==> src/rtl/pc_unit_pkg.sv <==
// ---------------------------------------------------------------------------
// pc_pkg
// Shared types and constants for the program-counter unit.
//   state_e    : sequencing state of the PC unit (BOOT, RUN, TRAP)
//   pc_src_e   : next-PC source select driven by the core FSM
//   CAUSE_MISALIGNED : cause code recorded for a misaligned control transfer
// ---------------------------------------------------------------------------
package pc_pkg;

    // Sequencing state of the PC unit. BOOT is the single stall cycle after
    // reset, TRAP is the single redirect cycle to the trap vector.
    typedef enum logic [1:0] {
        BOOT = 2'd0,
        RUN  = 2'd1,
        TRAP = 2'd2
    } state_e;

    // Next-PC source selection, encoded as the core FSM drives it.
    typedef enum logic [1:0] {
        PC_SEQ    = 2'd0,
        PC_TARGET = 2'd1,
        PC_JALR   = 2'd2,
        PC_MRET   = 2'd3
    } pc_src_e;

    localparam int CAUSE_MISALIGNED = 0;

endpackage

==> src/rtl/pc_unit_if.sv <==
// ---------------------------------------------------------------------------
// pc_unit_if
// Control/status bundle between the core FSM (master) and the PC unit
// (slave).
//   master -> slave : pc_write, pc_src, target, ir_write, trap_req, trap_cause
//   slave -> master : pc, old_pc, pc_plus, epc, cause, trap_taken, busy
// ---------------------------------------------------------------------------
interface pc_unit_if
    import pc_pkg::*;
#(
    parameter int XLEN    = 32,
    parameter int CAUSE_W = 4
);

    logic                pc_write;
    pc_src_e             pc_src;
    logic [XLEN-1:0]     target;
    logic                ir_write;
    logic                trap_req;
    logic [CAUSE_W-1:0]  trap_cause;

    logic [XLEN-1:0]     pc;
    logic [XLEN-1:0]     old_pc;
    logic [XLEN-1:0]     pc_plus;
    logic [XLEN-1:0]     epc;
    logic [CAUSE_W-1:0]  cause;
    logic                trap_taken;
    logic                busy;

    // The core FSM drives the controls and observes PC state.
    modport master (
        output pc_write, pc_src, target, ir_write, trap_req, trap_cause,
        input  pc, old_pc, pc_plus, epc, cause, trap_taken, busy
    );

    // The PC unit consumes the controls and publishes PC state.
    modport slave (
        input  pc_write, pc_src, target, ir_write, trap_req, trap_cause,
        output pc, old_pc, pc_plus, epc, cause, trap_taken, busy
    );

endinterface

==> src/rtl/pc_unit_next_sel.sv <==
// ---------------------------------------------------------------------------
// pc_next_sel
// Combinational next-PC candidate selection and alignment check.
//   pc_i       : current PC
//   target_i   : ALU-computed target address
//   epc_i      : committed exception PC (MRET return address)
//   pc_src_i   : next-PC source select
//   pc_write_i : PC update request; a misaligned candidate only matters
//                when it would actually be written
//   nxt_o      : next-PC candidate
//   mis_o      : candidate is not IALIGN-aligned and a write is requested
// ---------------------------------------------------------------------------
module pc_next_sel
    import pc_pkg::*;
#(
    parameter int XLEN   = 32,
    parameter int IALIGN = 4
) (
    input  logic [XLEN-1:0] pc_i,
    input  logic [XLEN-1:0] target_i,
    input  logic [XLEN-1:0] epc_i,
    input  pc_src_e         pc_src_i,
    input  logic            pc_write_i,
    output logic [XLEN-1:0] nxt_o,
    output logic            mis_o
);

    // IALIGN is a power of two (2 or 4), so "mod IALIGN" reduces to masking
    // the low address bits.
    localparam logic [XLEN-1:0] ALIGN_MASK = XLEN'(IALIGN - 1);

    // Pick the candidate for the selected source. The sequential path wraps
    // silently at 2^XLEN; JALR clears bit 0 as the ISA requires.
    always_comb begin
        nxt_o = pc_i + XLEN'(IALIGN);
        case (pc_src_i)
            PC_SEQ:    nxt_o = pc_i + XLEN'(IALIGN);
            PC_TARGET: nxt_o = target_i;
            PC_JALR:   nxt_o = {target_i[XLEN-1:1], 1'b0};
            PC_MRET:   nxt_o = epc_i;
            default:   nxt_o = pc_i + XLEN'(IALIGN);
        endcase
    end

    assign mis_o = pc_write_i && ((nxt_o & ALIGN_MASK) != '0);

endmodule

==> src/rtl/pc_unit.sv <==
// ---------------------------------------------------------------------------
// pc_unit
// Program-counter unit for the multicycle RV32I core. Holds the PC, the PC
// of the instruction in IR, and the trap state (EPC/cause). Sequences one
// BOOT cycle after reset and a one-cycle TRAP redirect to TRAP_VECTOR.
//   clk : rising-edge clock
//   rst : synchronous active-high reset
//   bus : pc_unit_if slave port
//         in  : pc_write, pc_src, target, ir_write, trap_req, trap_cause
//         out : pc, old_pc, pc_plus, epc, cause, trap_taken, busy
// ---------------------------------------------------------------------------
module pc_unit
    import pc_pkg::*;
#(
    parameter int              XLEN         = 32,
    parameter logic [XLEN-1:0] RESET_VECTOR = 32'h0000_0000,
    parameter logic [XLEN-1:0] TRAP_VECTOR  = 32'h0000_0100,
    parameter int              IALIGN       = 4,
    parameter int              CAUSE_W      = 4
) (
    input  logic     clk,
    input  logic     rst,
    pc_unit_if.slave bus
);

    state_e              state_q;
    logic [XLEN-1:0]     pc_q;
    logic [XLEN-1:0]     oldPc_q;
    logic [XLEN-1:0]     epc_q;
    logic [CAUSE_W-1:0]  cause_q;
    logic [XLEN-1:0]     epcN_q;
    logic [CAUSE_W-1:0]  causeN_q;
    logic                trapTaken_q;
    logic                busy_q;

    logic [XLEN-1:0]     nxt_d;
    logic                mis;

    pc_next_sel #(
        .XLEN   (XLEN),
        .IALIGN (IALIGN)
    ) uNextSel (
        .pc_i       (pc_q),
        .target_i   (bus.target),
        .epc_i      (epc_q),
        .pc_src_i   (bus.pc_src),
        .pc_write_i (bus.pc_write),
        .nxt_o      (nxt_d),
        .mis_o      (mis)
    );

    // Main sequencer. In RUN a trap is decided on the edge that samples it:
    // the EPC/cause candidates are parked in epcN_q/causeN_q and only
    // committed on the TRAP->RUN edge, so a reset during TRAP leaves the
    // architectural EPC/cause at their reset values. A misaligned transfer
    // outranks an external request and records the faulting instruction's
    // PC (old_pc), while an external request records the current PC.
    // trap_taken and busy are registered alongside the state so they change
    // exactly on state boundaries.
    always_ff @(posedge clk) begin
        if (rst) begin
            state_q     <= BOOT;
            pc_q        <= RESET_VECTOR;
            oldPc_q     <= RESET_VECTOR;
            epc_q       <= '0;
            cause_q     <= '0;
            epcN_q      <= '0;
            causeN_q    <= '0;
            trapTaken_q <= 1'b0;
            busy_q      <= 1'b1;
        end else begin
            if ((state_q != BOOT) && bus.ir_write) begin
                oldPc_q <= pc_q;
            end
            case (state_q)
                BOOT: begin
                    state_q     <= RUN;
                    trapTaken_q <= 1'b0;
                    busy_q      <= 1'b0;
                end
                RUN: begin
                    if (mis) begin
                        state_q     <= TRAP;
                        epcN_q      <= oldPc_q;
                        causeN_q    <= CAUSE_W'(CAUSE_MISALIGNED);
                        trapTaken_q <= 1'b1;
                        busy_q      <= 1'b1;
                    end else if (bus.trap_req) begin
                        state_q     <= TRAP;
                        epcN_q      <= pc_q;
                        causeN_q    <= bus.trap_cause;
                        trapTaken_q <= 1'b1;
                        busy_q      <= 1'b1;
                    end else if (bus.pc_write) begin
                        pc_q <= nxt_d;
                    end
                end
                TRAP: begin
                    state_q     <= RUN;
                    pc_q        <= TRAP_VECTOR;
                    epc_q       <= epcN_q;
                    cause_q     <= causeN_q;
                    trapTaken_q <= 1'b0;
                    busy_q      <= 1'b0;
                end
                default: begin
                    state_q     <= BOOT;
                    trapTaken_q <= 1'b0;
                    busy_q      <= 1'b1;
                end
            endcase
        end
    end

    assign bus.pc         = pc_q;
    assign bus.old_pc     = oldPc_q;
    assign bus.pc_plus    = pc_q + XLEN'(IALIGN);
    assign bus.epc        = epc_q;
    assign bus.cause      = cause_q;
    assign bus.trap_taken = trapTaken_q;
    assign bus.busy       = busy_q;

endmodule

==> src/flat_wrapper.sv <==
// flat-port wrapper written by rule: the top's interface ports become plain ports
module pc_unit_flat import pc_pkg::*;
#(
    parameter int              XLEN         = 32,
    parameter logic [XLEN-1:0] RESET_VECTOR = 32'h0000_0000,
    parameter logic [XLEN-1:0] TRAP_VECTOR  = 32'h0000_0100,
    parameter int              IALIGN       = 4,
    parameter int              CAUSE_W      = 4
)
  (clk, rst, bus_pc_write, bus_pc_src, bus_target, bus_ir_write, bus_trap_req, bus_trap_cause, bus_pc, bus_old_pc, bus_pc_plus, bus_epc, bus_cause, bus_trap_taken, bus_busy);
  pc_unit_if #(.XLEN(XLEN), .CAUSE_W(CAUSE_W)) bus_i ();
  input  logic clk;
  input  logic rst;
  input wire logic [$bits(bus_i.pc_write)-1:0] bus_pc_write;
  input wire logic [$bits(bus_i.pc_src)-1:0] bus_pc_src;
  input wire logic [$bits(bus_i.target)-1:0] bus_target;
  input wire logic [$bits(bus_i.ir_write)-1:0] bus_ir_write;
  input wire logic [$bits(bus_i.trap_req)-1:0] bus_trap_req;
  input wire logic [$bits(bus_i.trap_cause)-1:0] bus_trap_cause;
  output wire logic [$bits(bus_i.pc)-1:0] bus_pc;
  output wire logic [$bits(bus_i.old_pc)-1:0] bus_old_pc;
  output wire logic [$bits(bus_i.pc_plus)-1:0] bus_pc_plus;
  output wire logic [$bits(bus_i.epc)-1:0] bus_epc;
  output wire logic [$bits(bus_i.cause)-1:0] bus_cause;
  output wire logic [$bits(bus_i.trap_taken)-1:0] bus_trap_taken;
  output wire logic [$bits(bus_i.busy)-1:0] bus_busy;
  assign bus_i.pc_write = bus_pc_write;
  assign bus_i.pc_src = bus_pc_src;
  assign bus_i.target = bus_target;
  assign bus_i.ir_write = bus_ir_write;
  assign bus_i.trap_req = bus_trap_req;
  assign bus_i.trap_cause = bus_trap_cause;
  assign bus_pc = bus_i.pc;
  assign bus_old_pc = bus_i.old_pc;
  assign bus_pc_plus = bus_i.pc_plus;
  assign bus_epc = bus_i.epc;
  assign bus_cause = bus_i.cause;
  assign bus_trap_taken = bus_i.trap_taken;
  assign bus_busy = bus_i.busy;
  pc_unit #(.XLEN(XLEN), .RESET_VECTOR(RESET_VECTOR), .TRAP_VECTOR(TRAP_VECTOR), .IALIGN(IALIGN), .CAUSE_W(CAUSE_W)) u_core (.clk(clk), .rst(rst), .bus(bus_i));
endmodule
==> config.mk <==
export PLATFORM = sky130hd
export DESIGN_NAME = pc_unit_flat
export DESIGN_NICKNAME = d
export VERILOG_FILES = /design/src/rtl/pc_unit_pkg.sv /design/src/rtl/pc_unit_if.sv /design/src/rtl/pc_unit_next_sel.sv /design/src/rtl/pc_unit.sv /design/src/flat_wrapper.sv
export SDC_FILE = /design/constraint.sdc
export NUM_CORES = 1
export LEC_CHECK = 0
export ABC_AREA = 1
export ABC_CLOCK_PERIOD_IN_PS = 2420
export BUFFER_PORTS_ARGS = -buffer_cell sky130_fd_sc_hd__buf_2
export CAP_MARGIN = 10
export CORE_MARGIN = 2
export CORE_UTILIZATION = 50
export DETAILED_ROUTE_END_ITERATION = 16
export PLACE_DENSITY_LB_ADDON = 0.05
export SYNTH_ARGS = -nofsm -noshare
export SYNTH_HDL_FRONTEND = slang
export SYNTH_SLANG_ARGS = --single-unit
==> constraint.sdc <==
create_clock -name clk -period 2.42 [get_ports clk]
set_clock_uncertainty 0.15 [all_clocks]
set_input_delay 0.121 -clock clk [delete_from_list [all_inputs] [get_ports clk]]
set_output_delay 0.121 -clock clk [all_outputs]
set_load 0.03 [all_outputs]
# Word level (Yosys, flattened, before mapping)
# Index checks and enable logic that the tools add are counted.
[totals]
elab_cells = 47
ff_bits = 140
[op_classes]
eq_ne = 9
bitwise_logic = 1
n_reduce_logical = 12
n_addsub = 1
mux = 15
[op_table]
columns = ["op", "count"]
rows = [
  ["32-bit two-way mux", 5],
  ["32-bit one-hot mux with 4 select lines", 1],
  ["32-bit one-hot mux with 2 select lines", 1],
  ["32-bit by 3-bit adder with 32-bit output (second input constant)", 1],
  ["32-bit nonzero test", 1],
  ["4-bit two-way mux", 2],
  ["2-bit == test (second input constant)", 3],
  ["2-bit != test (second input constant)", 3],
  ["2-bit nonzero test", 3],
  ["2-bit by 1-bit == test with 1-bit output (second input constant)", 2],
  ["2-bit logical NOT", 2],
  ["2-bit two-way mux", 2],
  ["2-bit one-hot mux with 2 select lines", 1],
  ["4-bit AND reduction", 1],
  ["2-bit OR reduction", 2],
  ["3-bit by 2-bit != test with 1-bit output (second input constant)", 1],
  ["1-bit logical AND", 2],
  ["1-bit two-way mux", 2],
  ["1-bit one-hot mux with 2 select lines", 1],
  ["2-bit AND reduction", 1],
  ["1-bit NOT", 1],
]

# Logic depth before layout (Yosys ltp)
[logic_depth]
depth_word = 6
mapped_depth = 13
ltp_nobuf = 11

# Cells and area by module
# Synthesis repeated with hierarchy kept, for this count alone.
[hier_totals]
cells_unflattened = 1187
hier_area_um2 = 7596.0
[modules_own_cells]
columns = ["module", "seq_area_each_um2", "n_inst", "area_each_um2", "cells_per_inst"]
rows = [
  ["pc_unit", 2802.7, 1, 6085.8, 848],
  ["pc_next_sel", 0.0, 1, 1510.2, 339],
]

# Worst setup path before layout
# Ideal clock, no wire load.
[synth_path]
path_kind = "register to register"
startpoint = "register u_core.pc_q[2], in the netlist u_core.bus.pc[2]"
endpoint = "register u_core.pc_q[8], in the netlist u_core.bus.pc[8]"
path_buffers = 0
stages_incl_launch_ff = 9
t_required_ps = 2205
path_slack_ps = 17
t_arrival_ps = 2188
setup_ps = 65
synth_period_minus_slack_ps = 2403
path_cell_list = "dfxtp_1 > ha_1 > nand3_1 > nor2_1 > xor2_1 > nand2_1 > o21ai_0 > o21ai_0 > nor2_1"
[synth_via]
elab_chain_cells = 6
[synth_rtl]
columns = ["item", "line_no", "text"]
rows = [
  ["start, declared", "pc_unit.sv:27", "logic [XLEN-1:0] pc_q;"],
  ["start signal, assigned", "pc_unit.sv:95", "pc_q <= nxt_d;"],
  ["32-bit by 3-bit adder with 32-bit output", "n/a", ""],
  ["named net bus_pc_plus[8]", "flat_wrapper.sv:22", "output wire logic [$bits(bus_i.pc_plus)-1:0] bus_pc_plus;"],
  ["32-bit one-hot mux with 4 select lines", "pc_unit_next_sel.sv:36", "case (pc_src_i)"],
  ["32-bit two-way mux", "pc_unit.sv:94", "end else if (bus.pc_write) begin"],
  ["32-bit two-way mux", "pc_unit.sv:88", "end else if (bus.trap_req) begin"],
  ["32-bit two-way mux", "pc_unit.sv:82", "if (mis) begin"],
  ["32-bit one-hot mux with 2 select lines", "pc_unit.sv:75", "case (state_q)"],
]
# The timed path passes the listed nets, and every way through them passes these cells. The select of a mux whose other input is x is not followed.
# A chain may end at the register's enable or synchronous reset.

# Worst setup path in the final report
[layout_path]
startpoint = "register u_core.pc_q[3], in the netlist u_core.bus.pc[3]"
endpoint = "output port bus_pc_plus[12]"
[layout_via]
elab_chain_cells = 1
[layout_rtl]
columns = ["item", "line_no", "text"]
rows = [
  ["32-bit by 3-bit adder with 32-bit output", "pc_unit.sv:117", "assign bus.pc_plus = pc_q + XLEN'(IALIGN);"],
  ["end, declared", "flat_wrapper.sv:22", ""],
]
# Every way passes these cells.

==> run metrics <==
max_cap viols=0; register area share after synthesis=between 40% and 50%; Post-Synth Simple-Gate Area=a little over a third; Worst Tran Pin Value=0.883 ns; Hold WC Path Type=input pin to register; Final Hold Fails=0; Port Buffers=approximately 180; vias in the first global route=~7100; nets=roughly 1300; Via density=roughly 5.4; Final Wtd Congestion=between 0.9 and 1; Vert. Die Dim=about 120 um; post-synthesis mux area share=0%; clock root buffer=clkbuf_16; Routed WL=between 20000 and 25000 um; Tot GR Track Use=approximately a third; Synth Area in Compound Gates=~15%; hold path cells=5; largest family of logic cells by synthesized area=simple AND/OR/NAND/NOR gates; Setup-failing EPs final=0; setup slack, reg-to-reg=between 0.4 and 0.5 ns; initial antenna violation count=0; synthesized area per cell=6.38 um2; largest net degree at the start of global routing=60; arrival time at the worst endpoint=slightly above 2 ns; Placeable Area=approximately 13000 um2; Synth Area in XOR/XNOR=0.766%; Synth top area share=about two fifths; critical path type=register to output port; static leakage=4.11 nW; layout cell share with drive strength beyond 1=21.2%; Max stage delay on crit path=0.38 ns; Die Area=between 10000 and 15000 um2; CP dominant cell by count=inv_1; number of distinct library cells after synthesis=28; DRT antenna net count=0; wire per inst=approximately 17 um; final period utilization=between 90% and 100%; Sink Count=140; critical path's slowest cell=dfxtp_2; Bufs and invs on worst path=3; startpoint type of the worst setup path=register; Final HPWL DP=about 16000 um; io pins=between 150 and 200; Clk Latency, worst-skew pair=between 0.4 and 0.5 ns; #FFs+latches synth=140; Die Wd=approximately 120 um; Slew Limit Fails=0; CP Capture Type=output port; top cells by area, synth=dfxtp_1 41%, nand2_1 17%, nor2_1 9.0%, nand3_1 8.8%, o21ai_0 7.1%; grt ovf=0; pwr dens=roughly 700 nW/um2; DRT Pass-1 Iters=5; Req. time, crit path=2.15 ns; # fillers=1285; FF+latch area=2810 um2; Post-Syn Nets=around 1100; Initial Util=51.4%; Post-Synth Adder-Cell Area=less than 1%; worst vdd ir=approximately 430 uV; ant diodes=0; Final Total Pwr=6.23 mW; Rows=42; Tmin final=roughly 2.3 ns; vias=7800; status=complete, no violations; Clk pin slew, worst setup/hold paths=about 0.060 ns; first-pass GRT wire length=36900 um; CP Cell Sequence=ha_1 -> nand3_2 -> inv_1 -> nand2_2 -> nor2_2 -> xnor2_1 -> inv_1 -> buf_2; Max Root-Sink Buffers=2; placed instance count=1392; YS warnings=0; Area growth syn-to-layout=28.8%; Crit path max-delay family=simple AND/OR/NAND/NOR gates; cells after synthesis=1075; final non-filler cell total=~1400; max_slew headroom=40.7%; CTS tree=done; Multi-input gate area=~3600 um2; most common cell after layout, fill and taps aside=nand2_1; post-CTS setup buffers=0; critical path depth=8; Setup TNS=0 ns; residual DRC count=0; RSZ-0062 raised after global routing=yes; Max Fclk=426 MHz; DR iter-0 viols=between 700 and 800; cell taking the most area after synthesis=dfxtp_1; most frequent cells in the layout=305 x nand2_1, 175 x buf_2, 156 x nor2_1, 134 x dfxtp_1, 119 x nand3_1; Cell Area, Synth=about 7000 um2; Worst Path Max Fanout=7; htree depth=4; worst r2r path cells=9; CTS Buf Count=17
## power breakdown
part           internal (mW)  switching [mW]
registers               2.41          0.0852
clock network           1.78            1.04
logic                  0.273           0.636
## state kept, by name (all words and copies together) (netlist names)
signal,count
u_core.bus.cause,4
u_core.bus.busy,1
u_core.state_q,2
u_core.causeN_q,4
u_core.epcN_q,32
u_core.bus.trap_taken,1
u_core.bus.pc,32
u_core.bus.epc,32
u_core.bus.old_pc,32
## per-layer routing
| metal | vias to the layer above | track usage, % | routed length [um] |
|---|---|---|---|
| li1 | 3835 | - | - |
| met1 | 3545 | 43.4 | 10600 |
| met2 | 378 | 51.5 | 10800 |
| met3 | 42 | 5.92 | 1820 |
| met4 | 0 | 11.8 | 568 |
| met5 | - | 0 | 0 |
## layout make-up
cell class | count | area share, %
flip-flops and latches | 140 | 31.8
repair buffers | 227 | 15.4
inverters | 59 | 2.51
well taps | 176 | 2.49
clock inverters | 12 | 2.11
clock buffers | 19 | 5.12
multi-input cells | 809 | 40.6
## tightest hold or removal path: stages
cell     delay [ns]
buf_2          0.10
o21ai_0        0.13
o21ai_0        0.07
nand2_1        0.05
a21oi_1        0.05
## final timing paths
path | endpoint | from
setup reg to reg | u_core.bus.pc[12]$_SDFFE_PP0P_ | u_core.bus.pc[3]$_SDFFE_PP0P_
hold / removal | u_core.bus.pc[11]$_SDFFE_PP0P_ | bus_target[11]
hold reg to reg | u_core.epcN_q[10]$_SDFFE_PP0P_ | u_core.epcN_q[10]$_SDFFE_PP0P_
setup / recovery | bus_pc_plus[12] | u_core.bus.pc[3]$_SDFFE_PP0P_
## what timing repair did
action | CTS | global route
resized for setup | 9 | 13
pin swaps | 0 | 1
endpoints found under the hold margin | 21 | 0
gates cloned | 0 | 0
setup endpoints to repair | 12 | 20
hold buffers | 19 | 0
## cells in the mapped netlist
cell and number:
buf_6 4, nand3_1 120, a21oi_1 88, inv_1 56
buf_2 12, or2_2 2, and2_1 2, a31oi_1 4
buf_1 6, xor2_1 4, nand2_4 1, nand3b_1 2
clkbuf_1 43, ha_1 1, o22ai_1 5, nand2_1 308
a21oi_4 1, xnor2_1 2, o21bai_1 1, inv_2 3
nand2_2 2, o21ai_0 98, nand4_1 1, o211ai_1 1
nor2_1 165, dfxtp_1 140, buf_4 2, nor3_1 1
## kinds of logic after synthesis
group / Yosys count
and+or+nand+nor: 604
AOI/OAI and AO/OA: 198
DFF: 140
buffers and inverters: 126
xor gates and xnor gates: 6
adders and majority gates: 1
## metrics by stage
step / util [%] / setup WS [ns] / hold slack [ns] / area, um2
2_1_floorplan: - / 0.0167 / 0.130 / 6860
3_3_place_gp: 59.6 / 0.184 / 0.240 / 7960
3_5_place_dp: 59.6 / 0.194 / 0.245 / 7960
4_1_cts: 66.0 / 0.0244 / 0.00620 / 8810
5_1_grt: 66.2 / -0.0516 / 0.0382 / 8840
6_report: 66.2 / 0.0746 / 0.00300 / 8840
Note: power is estimated with default switching activity, not from simulation.
